$ cat src/rtl/reg_wb_arbiter.sv
// -----------------------------------------------------------------------------
// reg_wb_arbiter
//
// Writeback stage for the register file write port (we3/a3/wd3).
// Single-cycle ALU results always take the port. Long-latency (LL) results are
// queued in a small FIFO and written whenever the ALU leaves the port idle.
// A busy-bit scoreboard tracks registers with an outstanding LL write and
// stalls decode on any operand or destination hazard against them.
//
// Optional feature: define WB_STARVE_GUARD_EN to enable the starvation guard.
// It counts cycles where a queued LL result loses the port to the ALU and
// raises alu_hold once STARVE_LIMIT is reached, until the FIFO dequeues.
// Without the macro alu_hold is tied low and ALU priority is strict.
//
// Ports
//   clk, rst                 clock, synchronous active-high reset
//   alu_we/alu_rd/alu_wd     ALU result (no backpressure)
//   ll_valid/ll_ready        LL result handshake
//   ll_rd/ll_wd              LL result destination and data
//   dec_valid/dec_ll         decode holds an instruction / it is long-latency
//   dec_rs1/dec_rs2/dec_rd   decoded operand and destination registers
//   stall                    decode must hold this cycle
//   alu_hold                 upstream must not present alu_we next cycle
//   we3/a3/wd3               register file write port
// -----------------------------------------------------------------------------
module reg_wb_arbiter #(
   parameter int ADDRESS_WIDTH = 5,
   parameter int DATA_WIDTH    = 32,
   parameter int FIFO_DEPTH    = 2,
   parameter int STARVE_LIMIT  = 4
) (
   input  logic                     clk,
   input  logic                     rst,
   input  logic                     alu_we,
   input  logic [ADDRESS_WIDTH-1:0] alu_rd,
   input  logic [DATA_WIDTH-1:0]    alu_wd,
   input  logic                     ll_valid,
   output logic                     ll_ready,
   input  logic [ADDRESS_WIDTH-1:0] ll_rd,
   input  logic [DATA_WIDTH-1:0]    ll_wd,
   input  logic                     dec_valid,
   input  logic                     dec_ll,
   input  logic [ADDRESS_WIDTH-1:0] dec_rs1,
   input  logic [ADDRESS_WIDTH-1:0] dec_rs2,
   input  logic [ADDRESS_WIDTH-1:0] dec_rd,
   output logic                     stall,
   output logic                     alu_hold,
   output logic                     we3,
   output logic [ADDRESS_WIDTH-1:0] a3,
   output logic [DATA_WIDTH-1:0]    wd3
);

   localparam int PTR_W = (FIFO_DEPTH > 1) ? $clog2(FIFO_DEPTH) : 1;
   localparam int CNT_W = PTR_W + 1;
   localparam int NREG  = 1 << ADDRESS_WIDTH;

   typedef struct packed {
      logic [ADDRESS_WIDTH-1:0] rd;
      logic [DATA_WIDTH-1:0]    wd;
   } entry_t;

   entry_t             mem [FIFO_DEPTH];
   logic [PTR_W-1:0]   head;
   logic [PTR_W-1:0]   tail;
   logic [CNT_W-1:0]   count;
   logic [NREG-1:0]    busy;

   logic alu_win;
   logic fifo_empty;
   logic fifo_full;
   logic enq;
   logic deq;
   logic issue;

   // NOTE: every signal driven here gets a default first so no path can
   // leave it unassigned and infer a latch.
   always_comb begin
      alu_win    = alu_we && (alu_rd != '0);
      fifo_empty = (count == '0);
      fifo_full  = (count == CNT_W'(FIFO_DEPTH));
      // Full blocks acceptance even when a dequeue happens this cycle.
      ll_ready   = !rst && !fifo_full;
      // Results aimed at x0 are accepted but never stored.
      enq        = ll_valid && ll_ready && (ll_rd != '0);
      deq        = !rst && !alu_win && !fifo_empty;

      we3 = 1'b0;
      a3  = '0;
      wd3 = '0;
      if (!rst) begin
         if (alu_win) begin
            we3 = 1'b1;
            a3  = alu_rd;
            wd3 = alu_wd;
         end else if (!fifo_empty) begin
            we3 = 1'b1;
            a3  = mem[head].rd;
            wd3 = mem[head].wd;
         end
      end

      stall = !rst && dec_valid && (busy[dec_rs1] || busy[dec_rs2] || busy[dec_rd]);
      issue = dec_valid && dec_ll && !stall && (dec_rd != '0);
   end

   // NOTE: the storage array carries no reset; the count and pointers decide
   // which entries are live, so stale contents are never observed.
   always_ff @(posedge clk) begin
      if (enq) mem[tail] <= '{rd: ll_rd, wd: ll_wd};
   end

   // NOTE: sequential state uses non-blocking assignments only, so every
   // register samples pre-edge values regardless of statement order.
   always_ff @(posedge clk) begin
      if (rst) begin
         head  <= '0;
         tail  <= '0;
         count <= '0;
         busy  <= '0;
      end else begin
         if (enq) tail <= tail + 1'b1;
         if (deq) head <= head + 1'b1;
         case ({enq, deq})
            2'b10:   count <= count + 1'b1;
            2'b01:   count <= count - 1'b1;
            default: count <= count;
         endcase
         // Clear before set: the later assignment wins on a shared index.
         if (deq)   busy[mem[head].rd] <= 1'b0;
         if (issue) busy[dec_rd]       <= 1'b1;
      end
   end

`ifdef WB_STARVE_GUARD_EN
   localparam int SC_W = $clog2(STARVE_LIMIT + 1);

   logic [SC_W-1:0] starve_cnt;
   logic [SC_W-1:0] starve_next;
   logic            hold_q;

   always_comb begin
      starve_next = starve_cnt;
      if (fifo_empty || deq)
         starve_next = '0;
      else if (alu_win && (starve_cnt != SC_W'(STARVE_LIMIT)))
         starve_next = starve_cnt + 1'b1;
   end

   always_ff @(posedge clk) begin
      if (rst) begin
         starve_cnt <= '0;
         hold_q     <= 1'b0;
      end else begin
         starve_cnt <= starve_next;
         if (deq)
            hold_q <= 1'b0;
         else if (starve_next == SC_W'(STARVE_LIMIT))
            hold_q <= 1'b1;
      end
   end

   assign alu_hold = hold_q && !rst;
`else
   assign alu_hold = 1'b0;
`endif

endmodule
$ cat config.mk
export PLATFORM = sky130hd
export DESIGN_NAME = reg_wb_arbiter
export DESIGN_NICKNAME = d
export VERILOG_FILES = /design/src/rtl/reg_wb_arbiter.sv
export SDC_FILE = /design/constraint.sdc
export NUM_CORES = 1
export LEC_CHECK = 0
export BUFFER_PORTS_ARGS = -buffer_cell sky130_fd_sc_hd__buf_2
export CORE_MARGIN = 5
export CORE_UTILIZATION = 59
export DETAILED_ROUTE_END_ITERATION = 12
export PLACE_DENSITY = 0.86
export RECOVER_POWER = 100
export SKIP_LAST_GASP = 1
export SYNTH_ARGS = -nofsm -noshare
export SYNTH_HDL_FRONTEND = slang
export SYNTH_SLANG_ARGS = --single-unit
$ cat constraint.sdc
create_clock -name clk -period 5.1 [get_ports clk]
set_clock_uncertainty 0.05 [all_clocks]
set_input_delay 1.02 -clock clk [delete_from_list [all_inputs] [get_ports clk]]
set_output_delay 1.02 -clock clk [all_outputs]
set_load 0.02 [all_outputs]
==> impl_metrics.py <==
metrics = {
    "clock_tree": {
        "cts.clk_slew.worst_paths_ns": 0.09,
        "cts_resized": 0,
        "htree_levels": 3,
        "ctsRootBufferMaster": "clkbuf_8",
        "post_cts_buffers": 0,
        "cts_num_sinks": 111,
        "cts_tree": "yes",
        "cts_made_buffers": 9,
        "hold_buffers": 0,
        "clock_latency_ns": 0.37,
        "clockBufferDepth": 2,
    },
    "cells_and_area": {
        "layout.cells.non_filler": 794,
        "nets": 752,
        "fillers": 777,
        "diodes": 0,
        "drive_gt1_frac": 0.172,
        "area_growth_pct": 13.4,
    },
    "logic_synthesis": {
        "synthTopCellsByArea": "edfxtp_1 38%, dfxtp_1 13%, mux2i_1 12%, o211ai_1 4.1%, o21ai_1 2.6%",
        "yosysWarnings": 0,
        "synth_ff_type": "edfxtp_1",
        "yosysMostFrequentCell": "edfxtp_1",
        "syn_inst": 542,
        "ys_ff_latch": 111,
        "synthArstFlopShare": 0,
        "synthDistinctLibCells": 64,
        "synth-edff-count": 74,
        "syn-cell-area_um2": 5870,
        "avgSynthCellArea_um2": 10.8,
        "yosysSeqAreaShare": 0.505,
        "netlist.area_leader.share": 0.379,
        "synth_common_cells": "74 x edfxtp_1, 68 x mux2i_1, 37 x dfxtp_1",
        "mappedNetlistNets": 638,
        "synth_area_leader_cell": "edfxtp_1",
    },
    "timing": {
        "grt_setup_unrepaired": "no",
        "period_needed_ns": 4.45,
        "finalHoldViolations": 0,
        "finalSetupTns_ns": 0,
        "worst_slew_pin_slew_ns": 1.90,
        "slew_viol_final": 76,
        "finalSetupViolations": 0,
        "relSlewSlack": -0.269,
        "period_share": 0.873,
        "max_freq_mhz": 225,
    },
    "setup_path": {
        "arrival_ns": 3.38,
        "setup.worst_path.class": "input port to output port",
        "cp_max_fo": 31,
        "cp-start-kind": "input port",
        "crit_required_ns": 4.03,
        "crit_path_end_kind": "output port",
    },
    "hold_path": {
        "hold_class": "register to register",
    },
    "grt": {
        "grt_pass1_vias": 4900,
        "track_usage": 0.262,
        "antenna_found_initial": 0,
        "grt_pass1_wl_um": 24200,
        "overflow": 0,
        "grt_max_degree": 38,
    },
    "pwr": {
        "power_frac_clock": 0.257,
        "p_sw_frac": 0.292,
        "vdd_drop_max_mv": 0.248,
        "power_leakage_nw": 2.31,
        "powerDensity_nw_per_um2": 274,
        "pwr-share-seq": 0.558,
        "switchingPower_mw": 0.533,
        "power_mw": 1.82,
        "power_frac_comb": 0.185,
        "p_int_mw": 1.29,
    },
    "placement": {
        "port-buffer-count": 134,
        "place_inst": 778,
        "gp_congestion": 0.978,
        "dp.final_hpwl_um": 11400,
    },
    "drt": {
        "vias": 5045,
        "ant_nets": 0,
        "dr.pass1.iters": 6,
        "drt_iter0_drc": 468,
        "wl_per_cell_um": 19.5,
        "vias_per_cell": 6.35,
        "totalWireLength_um": 15500,
        "remaining_drc_errors": 0,
    },
    "job": {
        "drv_cap": 2,
    },
    "floorplan": {
        "num_io_pins": 136,
        "initial_utilization": 0.603,
        "die_w_um": 110,
        "die_y_um": 110,
        "die-area_um2": 12000,
        "rows": 36,
        "core_area_um2": 9730,
    },
    "outcome": {
        "status": "finished, violations left",
        "violations": "capacitance limit, slew limit",
    },
}
## state kept, by name, summed over array words and instances (netlist names), named ones only
name / cells
mem: 74
tail: 1
count: 2
head: 1
busy: 32
## cells in the final DEF (no fill, tap or decap), types with 27 or more instances in the layout
cell and instances:
buf_2 70, clkbuf_1 63, dfxtp_1 36, edfxtp_1 74, mux2i_1 68, nand2_1 38
nor2_1 33, nor3_1 27, o211ai_1 32, o21ai_0 48
## power by group through the flow
stage          Sequential, mW  Clock [mW]  Combinational, mW
2_1_floorplan            1.03           0              0.238
3_3_place_gp             1.04           0              0.334
3_5_place_dp             1.04           0              0.345
4_1_cts                  1.02       0.474              0.347
5_1_grt                  1.02       0.522              0.367
6_report                 1.02       0.469              0.338
## layout make-up
cell class	count	area [um^2]	area share
Timing Repair Buffer	139	626	0.0941
Clock inverter	7	46.3	0.00696
Multi-Input combinational cell	384	2680	0.403
Sequential cell	111	2960	0.446
Tap cell	133	166	0.0250
Inverter	11	41.3	0.00621
Clock buffer	9	124	0.0186
## path summary, 6_finish.rpt
path / depth (start not counted) / endpoint / slack, ns / start
setup / recovery: 8 / wd3[21] / 0.65 / alu_rd[2]
hold / removal: 1 / busy[0]$_SDFF_PP0_ / 0.48 / busy[0]$_SDFF_PP0_
setup reg to reg: 4 / mem[0][10]$_DFFE_PP_ / 2.15 / count[0]$_SDFFE_PP0P_
hold reg to reg: 1 / busy[0]$_SDFF_PP0_ / 0.48 / busy[0]$_SDFF_PP0_
## cell families (layout without fill, tap and decap cells)
kind of cell    Yosys count  after routing  share of synthesized area
simple gates            160            160                      0.145
compound gates          140            140                      0.153
flops                   111            111                      0.505
mux                      78             78                      0.153
buf+inv                  47            166                     0.0356
xor+xnor                  4              4                    0.00597
fa+ha+maj                 1              1                    0.00213
other cells               1              1                   0.000639
## worst max-delay path: stages
cell and delay, ns:
buf_2 0.11, or4_1 0.53, o21a_1 0.28, clkbuf_1 0.57, nor3_1 0.37, a21oi_1 0.07, nor2_1 0.17, clkbuf_1 0.26
## metal layers
metal	GRT usage	routed length, um	up-vias
met5	0	0	-
met1	0.337	5820	2362
li1	-	-	2306
met4	0.109	518	0
met2	0.432	7620	322
met3	0.0552	1520	55
## through the flow
step	hold slack [ns]	setup WS (ns)	instance area, um^2	util
finish	0.480	0.649	6650	0.684
global route	0.499	0.392	6650	0.684
CTS	0.480	0.854	6760	0.695
detailed placement	0.450	0.861	6590	0.677
global placement	0.435	0.926	6590	0.677
floorplan	0.402	1.13	5870	-
(Power assumes the default switching activity.)
